## config.mk

```make
export PLATFORM = sky130hd
export DESIGN_NAME = motor_pwm_driver_flat
export DESIGN_NICKNAME = d
export VERILOG_FILES = /design/src/rtl/motor_pwm_driver_pkg.sv /design/src/rtl/motor_pwm_driver_if.sv /design/src/rtl/motor_pwm_driver_timebase.sv /design/src/rtl/motor_pwm_driver.sv /design/src/flat_wrapper.sv
export SDC_FILE = /design/constraint.sdc
export NUM_CORES = 1
export LEC_CHECK = 0
export CAP_MARGIN = 20
export CORE_MARGIN = 2
export CORE_UTILIZATION = 53
export CTS_CLUSTER_SIZE = 30
export DETAILED_ROUTE_END_ITERATION = 16
export PLACE_DENSITY_LB_ADDON = 0.3
export SYNTH_ARGS = -nofsm -noshare
export SYNTH_HDL_FRONTEND = slang
export SYNTH_SLANG_ARGS = --single-unit
```

## constraint.sdc

```tcl
create_clock -name clk -period 5.1 [get_ports clk]
set_input_delay 1.02 -clock clk [delete_from_list [all_inputs] [get_ports clk]]
set_output_delay 1.02 -clock clk [all_outputs]
set_load 0.01 [all_outputs]
```

## src/rtl/motor_pwm_driver_pkg.sv

```systemverilog
// Shared types and constants for the motor PWM driver: FSM encoding,
// duty/period limits and the command-to-target conversion.
package motor_pkg;

  typedef enum logic [1:0] {
    IDLE    = 2'd0,
    RUN     = 2'd1,
    BRAKE   = 2'd2,
    HOLDOFF = 2'd3
  } pwm_state_t;

  localparam int DUTY_MAX     = 511;
  localparam int PERIOD_TICKS = 511;

  // Negative commands mean "no assist"; a 10-bit signed value can never
  // exceed 511, so the low nine bits are already a valid duty.
  function automatic logic [8:0] cmd_to_target(input logic signed [9:0] cmd);
    return cmd[9] ? 9'd0 : cmd[8:0];
  endfunction

endpackage

```

## src/rtl/motor_pwm_driver_if.sv

```systemverilog
// Command/status bundle between the assistance algorithm (master) and the
// motor PWM driver (slave).
interface motor_pwm_driver_if;

  logic signed [9:0] pwm_cmd;
  logic              brake;
  logic              pwm_out;
  logic        [8:0] duty_applied;
  logic              period_start;
  logic        [1:0] state_dbg;

  modport master (
    output pwm_cmd,
    output brake,
    input  pwm_out,
    input  duty_applied,
    input  period_start,
    input  state_dbg
  );

  modport slave (
    input  pwm_cmd,
    input  brake,
    output pwm_out,
    output duty_applied,
    output period_start,
    output state_dbg
  );

endinterface

```

## src/rtl/motor_pwm_driver_timebase.sv

```systemverilog
// PWM timebase: a prescaler dividing clk into counter ticks and a 9-bit
// period counter running 0..510, with a one-clk pulse on each wrap.
module pwm_timebase
  import motor_pkg::*;
#(
  parameter int PRESCALE = 4
) (
  input  logic       clk,
  input  logic       rst,
  output logic [8:0] count,
  output logic       period_start
);

  localparam int PW = (PRESCALE > 1) ? $clog2(PRESCALE) : 1;

  logic [PW-1:0] pre;
  logic          tick;

  assign tick = (pre == PW'(PRESCALE - 1));

  // Prescaler: free-running 0..PRESCALE-1, ticking on its wrap.
  always_ff @(posedge clk or posedge rst) begin
    if (rst)       pre <= '0;
    else if (tick) pre <= '0;
    else           pre <= pre + PW'(1);
  end

  // Period counter and the registered pulse marking the clk where it returns to 0.
  always_ff @(posedge clk or posedge rst) begin
    if (rst) begin
      count        <= '0;
      period_start <= 1'b0;
    end else begin
      period_start <= tick && (count == 9'(PERIOD_TICKS - 1));
      if (tick) count <= (count == 9'(PERIOD_TICKS - 1)) ? 9'd0 : count + 9'd1;
    end
  end

endmodule

```

## src/rtl/motor_pwm_driver.sv

```systemverilog
// Motor PWM driver: turns the signed assist command into the gate PWM,
// applying new duty only at period boundaries, slew-limiting increases,
// and forcing the output off during brake and the following hold-off.
module motor_pwm_driver #(
  parameter int PRESCALE        = 4,
  parameter int RAMP_STEP       = 8,
  parameter int HOLDOFF_PERIODS = 16
) (
  input  logic                clk,
  input  logic                rst,
  motor_pwm_driver_if.slave   bus
);

  import motor_pkg::*;

  pwm_state_t state;
  logic [8:0] duty;
  logic [8:0] count;
  logic [8:0] tgt;
  logic [8:0] ramp;
  logic [9:0] ramp_sum;
  logic [7:0] hold;
  logic       period_start;
  logic       pwm;

  pwm_timebase #(
    .PRESCALE (PRESCALE)
  ) u_timebase (
    .clk          (clk),
    .rst          (rst),
    .count        (count),
    .period_start (period_start)
  );

  assign tgt      = cmd_to_target(bus.pwm_cmd);
  assign ramp_sum = {1'b0, duty} + 10'(RAMP_STEP);

  // Duty for the next period: drops straight to the target, rises by at
  // most RAMP_STEP; the 10-bit sum cannot wrap past the 511 ceiling.
  always_comb begin
    if (tgt <= duty)                   ramp = tgt;
    else if ({1'b0, tgt} <= ramp_sum)  ramp = tgt;
    else                               ramp = ramp_sum[8:0];
  end

  // Control FSM; pwm is compared against the duty being loaded this edge so
  // a new duty covers a whole period and the pulse is never truncated.
  always_ff @(posedge clk or posedge rst) begin
    if (rst) begin
      state <= IDLE;
      duty  <= '0;
      pwm   <= 1'b0;
      hold  <= '0;
    end else if (bus.brake) begin
      state <= BRAKE;
      duty  <= '0;
      pwm   <= 1'b0;
    end else begin
      case (state)
        IDLE: begin
          if (period_start && (tgt != 9'd0)) begin
            state <= RUN;
            duty  <= ramp;
            pwm   <= (count < ramp);
          end else begin
            duty  <= '0;
            pwm   <= 1'b0;
          end
        end
        RUN: begin
          if (period_start) begin
            duty <= ramp;
            pwm  <= (count < ramp);
            if (ramp == 9'd0) state <= IDLE;
          end else begin
            pwm  <= (count < duty);
          end
        end
        BRAKE: begin
          duty <= '0;
          pwm  <= 1'b0;
          if (HOLDOFF_PERIODS == 0) begin
            state <= IDLE;
          end else begin
            hold  <= 8'(HOLDOFF_PERIODS);
            state <= HOLDOFF;
          end
        end
        default: begin
          duty <= '0;
          pwm  <= 1'b0;
          if (period_start) begin
            hold <= hold - 8'd1;
            if (hold <= 8'd1) state <= IDLE;
          end
        end
      endcase
    end
  end

  assign bus.pwm_out      = pwm;
  assign bus.duty_applied = duty;
  assign bus.period_start = period_start;
  assign bus.state_dbg    = state;

endmodule

```

## src/flat_wrapper.sv

```systemverilog
// flat-port wrapper written by rule: the top's interface ports become plain ports
module motor_pwm_driver_flat import motor_pkg::*;
#(
  parameter int PRESCALE        = 4,
  parameter int RAMP_STEP       = 8,
  parameter int HOLDOFF_PERIODS = 16
)
  (clk, rst, bus_pwm_cmd, bus_brake, bus_pwm_out, bus_duty_applied, bus_period_start, bus_state_dbg);
  motor_pwm_driver_if bus_i ();
  input  logic clk;
  input  logic rst;
  input wire logic [$bits(bus_i.pwm_cmd)-1:0] bus_pwm_cmd;
  input wire logic [$bits(bus_i.brake)-1:0] bus_brake;
  output wire logic [$bits(bus_i.pwm_out)-1:0] bus_pwm_out;
  output wire logic [$bits(bus_i.duty_applied)-1:0] bus_duty_applied;
  output wire logic [$bits(bus_i.period_start)-1:0] bus_period_start;
  output wire logic [$bits(bus_i.state_dbg)-1:0] bus_state_dbg;
  assign bus_i.pwm_cmd = bus_pwm_cmd;
  assign bus_i.brake = bus_brake;
  assign bus_pwm_out = bus_i.pwm_out;
  assign bus_duty_applied = bus_i.duty_applied;
  assign bus_period_start = bus_i.period_start;
  assign bus_state_dbg = bus_i.state_dbg;
  motor_pwm_driver #(.PRESCALE(PRESCALE), .RAMP_STEP(RAMP_STEP), .HOLDOFF_PERIODS(HOLDOFF_PERIODS)) u_core (.clk(clk), .rst(rst), .bus(bus_i));
endmodule
```

# After elaboration in Yosys (flattened, before gate mapping)
# Index checks and enable logic that the tools add are counted.
dict set report classes {
  n_eq_ne 7
  reduce_logical 11
  bitwise_logic 2
  magnitude_cmp 5
  addsub 4
  mux 22
}
# op n
set ops {}
lappend ops {{9-bit two-way mux} 7}
lappend ops {{9-bit less-than comparator} 2}
lappend ops {{9-bit case mux with 2 select lines} 1}
lappend ops {{8-bit case mux with 2 select lines} 1}
lappend ops {{2-bit two-way mux} 7}
lappend ops {{9-bit by 4-bit adder with 10-bit output (second input constant)} 1}
lappend ops {{9-bit by 10-bit <= comparator with 1-bit output} 1}
lappend ops {{9-bit by 1-bit adder with 9-bit output (second input constant)} 1}
lappend ops {{9-bit == test (second input constant)} 1}
lappend ops {{9-bit <= comparator} 1}
lappend ops {{9-bit zero test} 1}
lappend ops {{9-bit nonzero test} 1}
lappend ops {{8-bit by 1-bit <= comparator with 1-bit output (second input constant)} 1}
lappend ops {{8-bit two-way mux} 1}
lappend ops {{8-bit by 1-bit subtractor with 8-bit output (second input constant)} 1}
lappend ops {{3-bit by 2-bit != test with 1-bit output (second input constant)} 2}
lappend ops {{2-bit case mux with 3 select lines} 1}
lappend ops {{5-bit AND reduction} 1}
lappend ops {{5-bit nonzero test} 1}
lappend ops {{2-bit == test (second input constant)} 2}
lappend ops {{4-bit nonzero test} 1}
lappend ops {{1-bit two-way mux} 3}
lappend ops {{3-bit != test (second input constant)} 1}
lappend ops {{3-bit AND reduction} 1}
lappend ops {{8 further kinds} 10}
dict set report totals {
  register_bits 32
  in_bits 13
  wordCells 58
}

# Depth between registers and ports, before layout
# Gate-level depths: netlist of run 1.
dict set report logic_depth {
  word_depth 9
  depth_mapped 17
  ltp_nobuf 16
}

# Hierarchy
# Synthesis of run 1 repeated with hierarchy kept, for this count alone.
dict set report unflattened {
  cells_unflattened 320
  hier_area_um2 2726.4
}
# module seq_area_each_um2 area_per_inst_um2 n_inst cells_per_inst
set by_module_without_submodules {}
lappend by_module_without_submodules {motor_pwm_driver 500.5 2132.0 1 261}
lappend by_module_without_submodules {pwm_timebase 300.3 594.3 1 59}

# Least setup slack after synthesis of run 1
# No wires, ideal clock.
dict set report synth_path {
  path_kind {input-to-reg}
  from {input bus_pwm_cmd[2]}
  to {register u_core.pwm, in the netlist u_core.bus.pwm_out}
  setup_ps 94
  required_time_ps 5006
  cell_stages 16
  slack_ps 1189
  arrival_ps 3817
  path_cell_list {nor2b_1 ha_1 a21oi_1 a21oi_1 a211oi_1 a2111oi_4 o311a_1 buf_2 nor2_1 a21oi_1 ha_1 a21o_1 a21o_1 a211oi_1 a21boi_0 a211oi_1}
}
dict set report synth_via {
  elab_chain_len 8
}
# item line_no
set synth_rtl {}
lappend synth_rtl {{from (decl)} flat_wrapper.sv:12} ;# input wire logic [$bits(bus_i.pwm_cmd)-1:0] bus_pwm_cmd;
lappend synth_rtl {{9-bit two-way mux (*)} motor_pwm_driver_pkg.sv:18} ;# return cmd[9] ? 9'd0 : cmd[8:0];
lappend synth_rtl {{9-bit by 10-bit <= comparator with 1-bit output} motor_pwm_driver.sv:42} ;# else if ({1'b0, tgt} <= ramp_sum) ramp = tgt;
lappend synth_rtl {{9-bit two-way mux} motor_pwm_driver.sv:42}
lappend synth_rtl {{9-bit two-way mux} motor_pwm_driver.sv:41} ;# if (tgt <= duty) ramp = tgt;
lappend synth_rtl {{9-bit less-than comparator} {motor_pwm_driver.sv:64, motor_pwm_driver.sv:73}}
lappend synth_rtl {{1-bit two-way mux (on tied branches)} {motor_pwm_driver.sv:71, motor_pwm_driver.sv:61}}
lappend synth_rtl {{1-bit case mux with 2 select lines (*)} motor_pwm_driver.sv:59} ;# case (state)
lappend synth_rtl {{1-bit two-way mux (*)} motor_pwm_driver.sv:54} ;# end else if (bus.brake) begin
lappend synth_rtl {{to (signal assigned)} motor_pwm_driver.sv:64} ;# pwm <= (count < ramp);
lappend synth_rtl {{to (signal assigned)} motor_pwm_driver.sv:73} ;# pwm <= (count < ramp);
lappend synth_rtl {{to (signal assigned)} motor_pwm_driver.sv:76} ;# pwm <= (count < duty);
lappend synth_rtl {{to (decl)} motor_pwm_driver.sv:24} ;# logic pwm;
# Mark *: on every way between the ends. The rest lies on a longest branch, timed or not.
# A chain may end at the register's enable or synchronous reset.

# Worst setup path after layout of run 1
dict set report layout_path {
  from {input bus_pwm_cmd[9]}
  to {register u_core.pwm, in the netlist u_core.bus.pwm_out}
}
# Same word-level chain as after synthesis.

==> qor.txt, run 1 <==
STA
--------------------------------------------------------------------------------------
Shortest period the worst path allows                                          4490 ps
Final count of negative-setup-slack endpoints                                        0
Setup total negative slack                                                        0 ps
Max Clock Freq                                                               222.7 MHz
Final Max Slew Viols                                                                 0
Setup repair after global routing missed its margin                                 no
Fin Hold WS                                                                   422.6 ps
Final critical-path setup slack                                               610.5 ps
Relative max-transition margin                                                  55.52%
Share of the clock period used by the worst path after layout                   88.03%
Transition time of the tightest slew-check pin                                664.8 ps
Fin. Hold Viols                                                                      0
Setup Skew                                                                    8.225 ps

FINISH
--------------------------------------------------------------------------------------
Sequential cell area                                                       800.8 sq um
Area occupied by multi-input gates                                          1655 sq um
Final #Nets                                                                        369
Layout area overhead                                                            15.84%
Count of filler cells inserted in the layout                                       399
Share of the core filled with cells                                             63.17%
Ratio of cells with drive above 1 in the final layout                           6.231%
Number of diodes added for antenna fixing                                            0

WORST SETUP PATH
--------------------------------------------------------------------------------------
CP arrival                                                                     4680 ps
Required time of the critical path                                             5290 ps
CP startpoint kind                                                        primary input
Largest driver fanout on the critical path                                          10
Endpoint class of the critical path                                               flop
Classification of the worst setup path                                    primary input to flop
Worst reg2reg path depth                                                            15

ROUTING
--------------------------------------------------------------------------------------
Via density per instance                                                         5.768
Initial DRC Count                                                                  108
Vias                                                                              2163
Routed len/inst                                                               14.70 um
Antenna Violating Nets Remaining                                                     0
First-pass DRT Iterations                                                            4
Total length of routed wires                                                   5514 um
Post-route DRC                                                                       0

PLACED DESIGN
--------------------------------------------------------------------------------------
Buffers on Ports                                                                    25
Post-DP HPWL                                                                   4305 um
Setup WS pre-CTS                                                              320.6 ps
Placer Congestion                                                               0.9011

CLOCKING
--------------------------------------------------------------------------------------
Clock Root Buffer                                                             clkbuf_8
Clock slew at the register clock pins of the worst setup and hold paths          60 ps
Number of instances resized during post-cts repair                                   0
Clock sink total                                                                    32
CTS Hold Bufs                                                                        0
Clock tree from TritonCTS                                                          yes
Max Root-Sink Buffers                                                                2
Inserted Clock Buffers                                                               5
Number of levels the H-tree was split into                                           2
Post-CTS repair timing setup buffer count                                            0
Insertion delay of the later-clocked pin in the worst-skew pair                 280 ps

FLOORPLAN
--------------------------------------------------------------------------------------
Initial Utilization                                                             54.53%
Placeable core area                                                         4692 sq um
Number of placement rows                                                            25
Die outline width                                                             73.48 um
Die footprint                                                               5399 sq um
Die Ht                                                                        73.48 um
Number of I/O pins                                                                  26

SYNTH
--------------------------------------------------------------------------------------
Synth warnings                                                                       0
Top cell type's share of synthesized area                                       31.30%
Post-synthesis cell count                                                          293
Combined area of all synthesized cells                                      2559 sq um
Synth area leaders                                                        dfrtp_1 (31%), ha_1 (17%), o21ai_0 (4.9%)
Mean instance size in the synthesized netlist                              8.733 sq um
Net count of the mapped netlist                                                    341
Distinct cells, synth                                                               43
Fraction of the yosys area taken by sequential cells                            31.30%
Asr flop ratio synth                                                            100.0%
Most used standard cells in the synthesized netlist                       ha_1 (35), dfrtp_1 (32), nor2_1 (31), o21ai_0 (25), nand2_1 (23)
Top flip-flop cell by instance count after synthesis                           dfrtp_1
Number of register bits inferred by synthesis                                       32
Most area-hungry cell type in the Yosys netlist                                dfrtp_1
Count of flip-flops with a built-in enable after synthesis                           0
Count leader, synth                                                               ha_1

GRT
--------------------------------------------------------------------------------------
Remaining global-route overflow                                                      0
Overall track demand over capacity in global routing                            22.59%
Largest net degree at the start of global routing                                   33
Initial antenna violation count                                                      0
Via count of the first global-routing pass                                        2003
First-pass GRT wire length                                                     9439 um

WORST HOLD PATH
--------------------------------------------------------------------------------------
Hold Crit Class                                                           flop to flop
Hold Crit Depth                                                                      1

POWER AND IR DROP
--------------------------------------------------------------------------------------
Pwr dens                                                                  269.0 nW/um^2
Leakage power                                                                 1.312 nW
Final total power                                                          0.0007974 W
Highest ir drop seen on vdd                                                  0.1676 mV

JOB
--------------------------------------------------------------------------------------
Max-cap violation count                                                              0

RUN STATUS
--------------------------------------------------------------------------------------
Result of the run                                                         complete, no violations

-- placed cells by master (no fill, tap or decap), types with 6 or more instances in the layout --
master	n
ha_1	35
dfrtp_1	32
nor2_1	31
o21ai_0	25
clkdlybuf4s50_1	25
nand2_1	23
inv_1	19
a21oi_1	18
nor2b_1	9
nand2b_1	7
a21o_1	7
nand4_1	7
clkbuf_8	7
nand3_1	6
xnor2_1	6
a211oi_1	6
mux2i_1	6
-- through the flow --
stage / std cells / cell area, sq um
final: 375 / 2964
after floorplan: 293 / 2559
after global placement: 368 / 2868
after CTS: 375 / 2964
after detailed placement: 368 / 2868
after global routing: 375 / 2964
-- critical path, cell delays in order --
cell             delay, ps
clkdlybuf4s50_1        620
nand2b_1               300
inv_1                   90
ha_1                   300
nand4_1                120
o21ai_0                400
o311a_1                440
nor2_1                  70
a21oi_1                170
ha_1                   270
a21o_1                 160
a21o_1                 170
a211oi_1               210
a21boi_0               120
a211oi_1               210
-- cells by family after synthesis --
kind of cell | share of synthesized area [%]
compound gates | 18.83
xor+xnor | 3.717
fa+ha+maj | 17.55
buf+inv | 4.010
flops | 31.30
mux | 2.787
simple gates | 21.81
-- per-layer routing --
layer	part of all wire [%]	vias to the layer above	track usage (%)
met4	0.91	0	6.667
met3	4.4	4	4.527
met1	51	1002	33.53
met2	44	51	33.04
met5	0	-	0
li1	-	1106	-
-- where the power goes --
| group | switching (W) | internal [W] | leakage, nW | total [W] |
|---|---|---|---|---|
| clock | 0.0000896 | 0.000120 | 0.0503 | 0.000210 |
| combinational | 0.000155 | 0.000121 | 0.843 | 0.000277 |
| sequential | 0.0000282 | 0.000283 | 0.419 | 0.000311 |
| total | 0.000273 | 0.000524 | 1.31 | 0.000797 |
-- area by class of cell --
type	count	area share, %
repair buffers	28	9.202
clock buffers	7	3.250
well taps	54	2.279
flip-flops and latches	32	27.02
multi-input cells	235	55.85
inverters	19	2.406
-- path summary, 6_finish.rpt --
check,startpoint,end,slack [ps]
hold / removal,u_core.u_timebase.pre[0],u_core.u_timebase.pre[0],420
setup reg to reg,u_core.bus.duty_applied[3],u_core.bus.pwm_out,1100
min in group asynchronous,rst,u_core.hold[4],1120
setup / recovery,bus_pwm_cmd[9],u_core.bus.pwm_out,610
max in group asynchronous,rst,u_core.u_timebase.pre[1],3680
hold reg to reg,u_core.u_timebase.pre[0],u_core.u_timebase.pre[0],420
-- state kept, by name, summed over array words and instances (netlist names) --
signal	count
u_core.bus.pwm_out	1
u_core.u_timebase.count	9
u_core.hold	8
u_core.bus.duty_applied	9
u_core.u_timebase.period_start	1
u_core.bus.state_dbg	2
u_core.u_timebase.pre	2
Note: power is estimated with default switching activity, not from simulation.
==> inputs of run 2 (changes only) <==
CELL_PAD_IN_SITES_DETAIL_PLACEMENT = 1   (was not set)
CELL_PAD_IN_SITES_GLOBAL_PLACEMENT = 1   (was not set)
CORE_MARGIN = 3   (was 2)
CORE_UTILIZATION = 44   (was 53)
==> run 2 against run 1 <==
  * Clock power hardly changed
  * Routed wire length rose by 30%
  * Non-clock buffer count rose by 1
  * Worst setup slack lost 140 ps
  * Maximum frequency fell by 2.9%
  * Largest cell class unchanged
  * Largest power group unchanged
  * Highest routed layer unchanged
==> qor.txt, run 2 (synthesized netlist as in run 1, its figures left out) <==
ROUTING
--------------------------------------------------------------------------------------
Total length of routed wires                                                   7166 um   was 5514 um
First-pass DRT Iterations                                                            4   unchanged
Post-route DRC                                                                       0   unchanged
Routed len/inst                                                               18.14 um   was 14.70 um
Via density per instance                                                         5.754   was 5.768
Vias                                                                              2273   was 2163
Initial DRC Count                                                                   73   was 108
Antenna Violating Nets Remaining                                                     0   unchanged

GRT
--------------------------------------------------------------------------------------
Overall track demand over capacity in global routing                            22.51%   was 22.59%
Via count of the first global-routing pass                                        2325   was 2003
First-pass GRT wire length                                                    11500 um   was 9439 um
Remaining global-route overflow                                                      0   unchanged
Largest net degree at the start of global routing                                   33   unchanged
Initial antenna violation count                                                      0   unchanged

STA
--------------------------------------------------------------------------------------
Transition time of the tightest slew-check pin                                802.5 ps   was 664.8 ps
Setup total negative slack                                                        0 ps   unchanged
Share of the clock period used by the worst path after layout                   90.68%   was 88.03%
Max Clock Freq                                                               216.2 MHz   was 222.7 MHz
Fin. Hold Viols                                                                      0   unchanged
Final Max Slew Viols                                                                 0   unchanged
Setup Skew                                                                    3.645 ps   was 8.225 ps
Final count of negative-setup-slack endpoints                                        0   unchanged
Shortest period the worst path allows                                          4625 ps   was 4490 ps
Setup repair after global routing missed its margin                                 no   unchanged
Relative max-transition margin                                                  46.30%   was 55.52%

PLACED DESIGN
--------------------------------------------------------------------------------------
Placer Congestion                                                               0.9060   was 0.9011
Cell total after placement                                                         387   was 368
Buffers on Ports                                                                    25   unchanged
Post-DP HPWL                                                                   5528 um   was 4305 um

WORST SETUP PATH
--------------------------------------------------------------------------------------
Worst reg2reg path depth                                                            17   was 15
Largest driver fanout on the critical path                                          10   unchanged
Slack of the worst reg-to-reg path                                             1000 ps   was 1100 ps
RR Startpoint                                                             u_core.bus.duty_applied[3]   unchanged
Required time of the critical path                                             5300 ps   was 5290 ps
Endpoint class of the critical path                                               flop   unchanged
CP arrival                                                                     4820 ps   was 4680 ps
R2r endpoint                                                              u_core.bus.pwm_out   unchanged
CP startpoint kind                                                        primary input   unchanged
Classification of the worst setup path                                    primary input to flop   unchanged

POWER AND IR DROP
--------------------------------------------------------------------------------------
Pwr dens                                                                  269.6 nW/um^2   was 269.0 nW/um^2
Comb pwr share                                                                   35.0%   was 34.7%
Switching power total                                                      0.0002928 W   was 0.0002732 W
Switch share                                                                    36.30%   was 34.26%
Internal Power                                                             0.0005138 W   was 0.0005243 W
Seq pwr share                                                                    38.8%   was 39.0%
Clk pwr share                                                                    26.2%   was 26.3%
Highest ir drop seen on vdd                                                  0.2103 mV   was 0.1676 mV
Leakage power                                                                 1.311 nW   was 1.312 nW

FINISH
--------------------------------------------------------------------------------------
Final #Nets                                                                        370   was 369
Highest-count cells in the layout ignoring fill and taps                  ha_1 (35), dfrtp_1 (32), nor2_1 (31)   unchanged
Layout area overhead                                                            16.92%   was 15.84%
Ratio of cells with drive above 1 in the final layout                           6.502%   was 6.231%
Count of non-filler cells in the finished layout                                   395   was 375
Most common cell after layout, fill and taps aside                                ha_1   unchanged
Number of diodes added for antenna fixing                                            0   unchanged

CLOCKING
--------------------------------------------------------------------------------------
Clock Root Buffer                                                             clkbuf_8   unchanged
Insertion delay of the later-clocked pin in the worst-skew pair                 280 ps   about the same
CTS Hold Bufs                                                                        0   unchanged
Clock slew at the register clock pins of the worst setup and hold paths          70 ps   was 60 ps
Inserted Clock Buffers                                                               5   unchanged
Number of instances resized during post-cts repair                                   0   unchanged
Clock sink total                                                                    32   unchanged
Max Root-Sink Buffers                                                                2   unchanged
Clock tree from TritonCTS                                                          yes   unchanged
Post-CTS repair timing setup buffer count                                            0   unchanged
Number of levels the H-tree was split into                                           2   unchanged

RUN STATUS
--------------------------------------------------------------------------------------
Result of the run                                                         complete, no violations   unchanged

WORST HOLD PATH
--------------------------------------------------------------------------------------
End point of the most critical hold path                                  u_core.u_timebase.pre[0]   unchanged
Startpoint of the tightest hold check path                                u_core.u_timebase.pre[0]   unchanged
Hold Crit Class                                                           flop to flop   unchanged
Hold Crit Depth                                                                      1   unchanged

FLOORPLAN
--------------------------------------------------------------------------------------
Number of I/O pins                                                                  26   unchanged
Placeable core area                                                         5574 sq um   was 4692 sq um
Number of placement rows                                                            27   was 25
Die footprint                                                               6766 sq um   was 5399 sq um
Initial Utilization                                                             45.90%   was 54.53%
Die Ht                                                                        82.26 um   was 73.48 um
Die outline width                                                             82.26 um   was 73.48 um

JOB
--------------------------------------------------------------------------------------
Max-cap violation count                                                              0   unchanged

run 2: area by class of cell:
cell class	instances	area, sq um
multi-input cells	235	1655
flip-flops and latches	32	800.8
fillers	670	2582
clock buffers	7	86.33
repair buffers	29	280.3
inverters	19	71.32
well taps	72	90.09
clock inverters	1	7.507
run 2: how the worst max path moves through the flow:
stage                   start            endpoint  cells after the start
5_1_grt        bus_pwm_cmd[9]  u_core.bus.pwm_out                     16
4_1_cts        bus_pwm_cmd[9]  u_core.bus.pwm_out                     16
3_5_place_dp   bus_pwm_cmd[9]  u_core.bus.pwm_out                     16
6_report       bus_pwm_cmd[9]  u_core.bus.pwm_out                     16
2_1_floorplan  bus_pwm_cmd[2]  u_core.bus.pwm_out                     16
3_3_place_gp   bus_pwm_cmd[9]  u_core.bus.pwm_out                     15
run 2: metal layers:
metal	share of wire (%)	track usage [%]
met1	48	29.94
met2	47	36.86
met3	3.2	4.013
met4	1.8	7.143
met5	0	0
run 2: power groups by stage:
stage / Clock, W / Combinational (W) / Sequential, W
floorplan: 0 / 0.000203 / 0.000312
detailed placement: 0 / 0.000282 / 0.000317
finish: 0.000211 / 0.000283 / 0.000313
CTS: 0.000216 / 0.000285 / 0.000312
global route: 0.000229 / 0.000320 / 0.000317
global placement: 0 / 0.000273 / 0.000315
run 2: worst max-delay path: stages:
cell and delay [ps]:
clkdlybuf4s50_1 560, nor2b_1 370, ha_1 310, nand3b_1 190, a21oi_1 140, a211oi_1 90
a2111oi_4 280, o311a_1 410, nor2_1 70, a21oi_1 170, ha_1 270, a21o_1 160
a21o_1 170, a211oi_1 280, a21boi_0 140, a211oi_1 210
run 2: per-stage QoR:
stage | total power, W | instance area (sq um) | setup slack (ps) | utilization (%) | hold slack [ps]
floorplan | 0.0005145 | 2559 | 1189 | - | 403.1
global placement | 0.0005876 | 2898 | 342.7 | 51.99 | 412.9
detailed placement | 0.0005990 | 2898 | 212.1 | 51.99 | 428.2
CTS | 0.0008128 | 2992 | 494.2 | 53.67 | 437.7
global route | 0.0008666 | 2992 | 123.8 | 53.67 | 459.7
finish | 0.0008066 | 2992 | 475.2 | 53.67 | 433.4
